### config.mk
export PLATFORM = sky130hd
export DESIGN_NAME = delta_trace_buffer
export DESIGN_NICKNAME = d
export VERILOG_FILES = /design/src/rtl/delta_trace_buffer.sv
export SDC_FILE = /design/constraint.sdc
export NUM_CORES = 2
export LEC_CHECK = 0
export CAP_MARGIN = 20
export CORE_MARGIN = 3
export CORE_UTILIZATION = 50
export DETAILED_ROUTE_END_ITERATION = 10
export PLACE_DENSITY = 0.7
export RECOVER_POWER = 50
export SLEW_MARGIN = 0
export SYNTH_ARGS = -nofsm -noshare
export SYNTH_HDL_FRONTEND = slang
export SYNTH_SLANG_ARGS = --single-unit
### constraint.sdc
create_clock -name clk -period 23.2 [get_ports clk]
set_clock_uncertainty 0.1 [all_clocks]
set_input_delay 2.32 -clock clk [delete_from_list [all_inputs] [get_ports clk]]
set_output_delay 2.32 -clock clk [all_outputs]
set_load 0.05 [all_outputs]
### src/rtl/delta_trace_buffer.sv
// Circular trace buffer fed by the delta compressor, with an oldest-first drain over valid/ready.
// Optional macro DELTA_TB_WRAP_FLAG_EN adds the 'wrapped' output (set when the oldest entry was overwritten).
module delta_trace_buffer #(
  parameter int N          = 8,
  parameter int DATA_WIDTH = 32,
  parameter int TB_SIZE    = 8
) (
  input  logic                            clk,
  input  logic                            rst,
  input  logic                            tracing,
  input  logic                            valid_in,
  input  logic [N-1:0][DATA_WIDTH-1:0]    vector_in,
  input  logic                            comp_in,
  input  logic                            inc_tb_ptr,
  input  logic                            drain_req,
  input  logic                            ready_in,
  output logic                            valid_out,
  output logic [N-1:0][DATA_WIDTH-1:0]    vector_out,
  output logic                            comp_out,
  output logic                            last_out,
  output logic                            busy,
  output logic [$clog2(TB_SIZE):0]        count
`ifdef DELTA_TB_WRAP_FLAG_EN
  ,
  output logic                            wrapped
`endif
);

  localparam int PW = $clog2(TB_SIZE);
  localparam int EW = N * DATA_WIDTH + 1;
  localparam logic [PW:0] FULL = (PW + 1)'(TB_SIZE);
  localparam logic [PW:0] ONE  = (PW + 1)'(1);
  localparam logic [PW:0] TWO  = (PW + 1)'(2);

  typedef enum logic [1:0] {S_IDLE, S_TRACE, S_DRAIN} state_e;

  state_e          state_q, state_d;
  logic [PW-1:0]   wr_ptr_q, wr_ptr_d;
  logic [PW-1:0]   rd_ptr_q, rd_ptr_d;
  logic [PW:0]     count_q, count_d;
  logic [PW:0]     remaining_q, remaining_d;
  logic            slot_open_q, slot_open_d;
  logic            valid_q, valid_d;
  logic            last_q, last_d;
  logic [EW-1:0]   data_q, data_d;

  // Each entry is {comp flag, vector}.
  logic [EW-1:0]   mem_q [0:TB_SIZE-1];
  logic            mem_we;
  logic [PW-1:0]   mem_waddr;
  logic [PW-1:0]   rd_next;

  logic            trace_entry;
  logic            new_slot_write;
  logic            drain_done;

  assign rd_next = rd_ptr_q + PW'(1);

  always_comb begin
    state_d        = state_q;
    wr_ptr_d       = wr_ptr_q;
    rd_ptr_d       = rd_ptr_q;
    count_d        = count_q;
    remaining_d    = remaining_q;
    slot_open_d    = slot_open_q;
    valid_d        = valid_q;
    last_d         = last_q;
    data_d         = data_q;
    mem_we         = 1'b0;
    mem_waddr      = wr_ptr_q;
    trace_entry    = 1'b0;
    new_slot_write = 1'b0;
    drain_done     = 1'b0;

    case (state_q)
      S_IDLE: begin
        if (tracing) begin
          trace_entry = 1'b1;
          state_d     = S_TRACE;
          count_d     = '0;
          slot_open_d = 1'b0;
          wr_ptr_d    = '1;
        end else if (drain_req && (count_q != '0)) begin
          state_d     = S_DRAIN;
          rd_ptr_d    = wr_ptr_q - PW'(count_q) + PW'(1);
          remaining_d = count_q;
        end
      end

      S_TRACE: begin
        if (valid_in) begin
          mem_we = 1'b1;
          if (inc_tb_ptr || !slot_open_q) begin
            new_slot_write = 1'b1;
            mem_waddr      = wr_ptr_q + PW'(1);
            wr_ptr_d       = wr_ptr_q + PW'(1);
            slot_open_d    = 1'b1;
            if (count_q != FULL) begin
              count_d = count_q + ONE;
            end
          end
        end
        if (!tracing) begin
          state_d = S_IDLE;
        end
      end

      S_DRAIN: begin
        // First cycle in DRAIN primes the output registers; afterwards each handshake refills them.
        if (!valid_q) begin
          valid_d = 1'b1;
          data_d  = mem_q[rd_ptr_q];
          last_d  = (remaining_q == ONE);
        end else if (ready_in) begin
          if (last_q) begin
            drain_done  = 1'b1;
            valid_d     = 1'b0;
            last_d      = 1'b0;
            count_d     = '0;
            slot_open_d = 1'b0;
            state_d     = S_IDLE;
          end else begin
            rd_ptr_d    = rd_next;
            remaining_d = remaining_q - ONE;
            data_d      = mem_q[rd_next];
            last_d      = (remaining_q == TWO);
          end
        end
      end

      default: state_d = S_IDLE;
    endcase
  end

  always_ff @(posedge clk) begin
    if (rst) begin
      state_q     <= S_IDLE;
      wr_ptr_q    <= '1;
      rd_ptr_q    <= '0;
      count_q     <= '0;
      remaining_q <= '0;
      slot_open_q <= 1'b0;
      valid_q     <= 1'b0;
      last_q      <= 1'b0;
      data_q      <= '0;
    end else begin
      state_q     <= state_d;
      wr_ptr_q    <= wr_ptr_d;
      rd_ptr_q    <= rd_ptr_d;
      count_q     <= count_d;
      remaining_q <= remaining_d;
      slot_open_q <= slot_open_d;
      valid_q     <= valid_d;
      last_q      <= last_d;
      data_q      <= data_d;
    end
  end

  always_ff @(posedge clk) begin
    if (mem_we) begin
      mem_q[mem_waddr] <= {comp_in, vector_in};
    end
  end

`ifdef DELTA_TB_WRAP_FLAG_EN
  logic wrapped_q;

  always_ff @(posedge clk) begin
    if (rst || trace_entry || drain_done) begin
      wrapped_q <= 1'b0;
    end else if (new_slot_write && (count_q == FULL)) begin
      wrapped_q <= 1'b1;
    end
  end

  assign wrapped = wrapped_q;
`endif

  assign valid_out             = valid_q;
  assign {comp_out, vector_out} = data_q;
  assign last_out              = last_q;
  assign busy                  = (state_q == S_DRAIN);
  assign count                 = count_q;

endmodule

==> results_dict.tcl <==
set metrics [dict create \
    status "finished with violations" \
    violations "capacitance limit, slew limit" \
    synth-seq-area-share_pct 65.2 \
    grt_pass1_vias 65380 \
    die_y_um 460 \
    drc 0 \
    ys_types 58 \
    rsz0062_at_grt "false" \
    ff2ff_setup_slack_ns 12.88 \
    io_buffers 527 \
    power.total_uw 8630 \
    cts-resized-gates 0 \
    fillerInstances 15278 \
    cts_tree "done" \
    post-cts-setup-buffers 0 \
    core_um2 205000 \
    nNetsFinal 6717 \
    die_w_um 460 \
    first_iter_violations 7882 \
    antenna_found_initial 112 \
    critPathLaunchType "primary input" \
    syn_area_per_cell_um2 16.9 \
    critPathArrivalTime_ns 12.14 \
    dpl.hpwl_mm 148 \
    cts-root-buf "clkbuf_16" \
    drtAntennaViolNets 0 \
    insertion_delay_ns 0.89 \
    grt.total_usage_pct 26.6 \
    globalplace.congestion 0.800 \
    synth_edf_count 2056 \
    firstDrtPassIters 10 \
    place_area_um2 110000 \
    vdd_drop_max_mv 0.0778 \
    layout.area.seq_um2 67300 \
    path_cells "dlygate4sd3_1, and3b_1, nand3_1, xor2_1, nor2_4, clkbuf_1, buf_4" \
    drive_gt1_share_pct 14.7 \
    setup_viol 0 \
    drt-total-wl_mm 287 \
    worst-path-max-fanout 111 \
    leakage_uw 0.0341 \
    synth_top_area_share_pct 59.8 \
    fin_ws_ns 11.45 \
    hold_class "flip-flop to flip-flop" \
    die-area_um2 212000 \
    hold_buffers 0 \
    synthesis.nets 6381 \
    drv_slew 347 \
    synthToLayoutAreaGrowth_pct 14.6 \
    yosys.area.top_type "edfxtp_1" \
    cts_buffers 232 \
    crit_slowest_cell "clkbuf_1" \
    max_freq_mhz 85.1 \
    htree_levels 4 \
    synthArstFlopShare_pct 0 \
    powerDensity_nw_per_um2 73.0 \
    drt-wirelength-per-cell_um 30.5 \
    multi_input_area_um2 32300 \
    rows 166 \
    vias 63230 \
    critPathCaptureType "flip-flop" \
    synth_commonest_cells "2056 x edfxtp_1, 1031 x mux2i_1, 514 x mux4_2, 279 x dfxtp_1, 272 x a21oi_1" \
    cts.path.max_buffers 3 \
    fin_area_um2 118000 \
    required_ns 23.59 \
    clk_pin_slew_ns 0.06 \
    grt_max_degree 134 \
    synth_most_common_cell "edfxtp_1" \
    maxSlewHeadroom_pct -526 \
    cts_num_sinks 2335 \
    syn_area_um2 103000 \
    min_period_ns 11.75 \
    yosys_most_used_dff "edfxtp_1" \
    synthTopCellsByArea "edfxtp_1 60%, mux4_2 11%, mux2i_1 10%, dfxtp_1 5.4%, a222oi_1 2.5%" \
    maxCapViolations 8 \
    synth_seq_cells 2335 \
    synthCells 6107 \
    viasPerCell 6.72 \
    yosys_warnings 0 \
    grt_overflow 0 \
    crit_type "primary input to flip-flop" \
    grt_pass1_wl_mm 420 \
    worst_pin_slew_ns 9.39 \
    io_pins 528 \
    hold_viol 0 \
    pre_cts_ws_ns 15.63 \
    max_stage_delay_ns 6.47 \
    start_util_pct 50.4 \
    fin_crit_sh_pct 50.6 \
]
-- metal layers --
metal	global-route usage, %	wire, µm	share of wire [%]
met4	10.3	10100	3.5
met1	34.8	107000	37
met2	43.6	139000	48
met3	5.73	30600	11
met5	0	241	0.084
-- cell usage in the layout, fill, tap and decap left out, drive strengths merged, types with 257 or more instances in the layout --
cell              n
clkbuf          320
a21oi           273
mux4            514
dfxtp           279
clkdlybuf4s50   265
a22oi           260
dlygate4sd3     262
edfxtp         2056
o221ai          257
mux2i          1031
a222oi          257
inv             277
nand3           263
-- sequential cells by signal, indices dropped and copies added (netlist names), named ones only --
name,cells
count,4
data_q,257
last_out,1
mem_q,2056
rd_ptr_q,3
remaining_q,4
slot_open_q,1
state_q,2
valid_out,1
wr_ptr_q,3
-- kinds of logic after synthesis --
| logic type | count (synthesis) | share of synthesized area [%] |
|---|---|---|
| flip-flops | 2335 | 65.2 |
| multiplexers | 1545 | 21.2 |
| AO/OA/AOI/OAI | 1089 | 8.21 |
| XOR/XNOR | 8 | 0.0679 |
| buffers and inverters | 798 | 3.57 |
| adder cells (fa/ha/maj) | 10 | 0.121 |
| AND/OR/NAND/NOR | 322 | 1.61 |
-- final timing paths --
path                                 endpoint  cells after the start  startpoint
worst max-delay path            mem_q[4][255]                      7    valid_in
worst min-delay path               data_q[38]                      2  data_q[38]
worst max register to register  mem_q[4][255]                      6  state_q[0]
worst min register to register     data_q[38]                      2  data_q[38]
-- report_power, final --
part	switching, µW	internal, µW
registers	18.3	4610
logic	133	72.2
clock network	1590	2210
-- cell type report --
type                            instances  share of cell area [%]
Tap cell                             2688                    2.84
Multi-Input combinational cell       2974                    27.3
Inverter                              272                   0.863
Timing Repair Buffer                  628                    5.35
Clock inverter                        118                    1.09
Clock buffer                          318                    5.48
Sequential cell                      2335                    56.9
Antenna cell                           81                   0.171
-- worst max-delay path, delay by kind of cell --
kind	cells	cell delay [ns]
AND/OR/NAND/NOR	3	0.68
XOR/XNOR	1	0.21
buffers and inverters	3	8.69
-- stage by stage --
step / util (%) / hold WS, ns / TNS, ns / std cells
detailed placement: 53.9 / 0.396 / 0 / 8897
floorplan: - / 0.354 / -34.07 / 6107
global placement: 53.9 / 0.374 / 0 / 8897
global route: 57.7 / 0.437 / 0 / 9359
CTS: 57.7 / 0.423 / 0 / 9333
finish: 57.7 / 0.417 / 0 / 9414
Note: power is estimated with default switching activity, not from simulation.
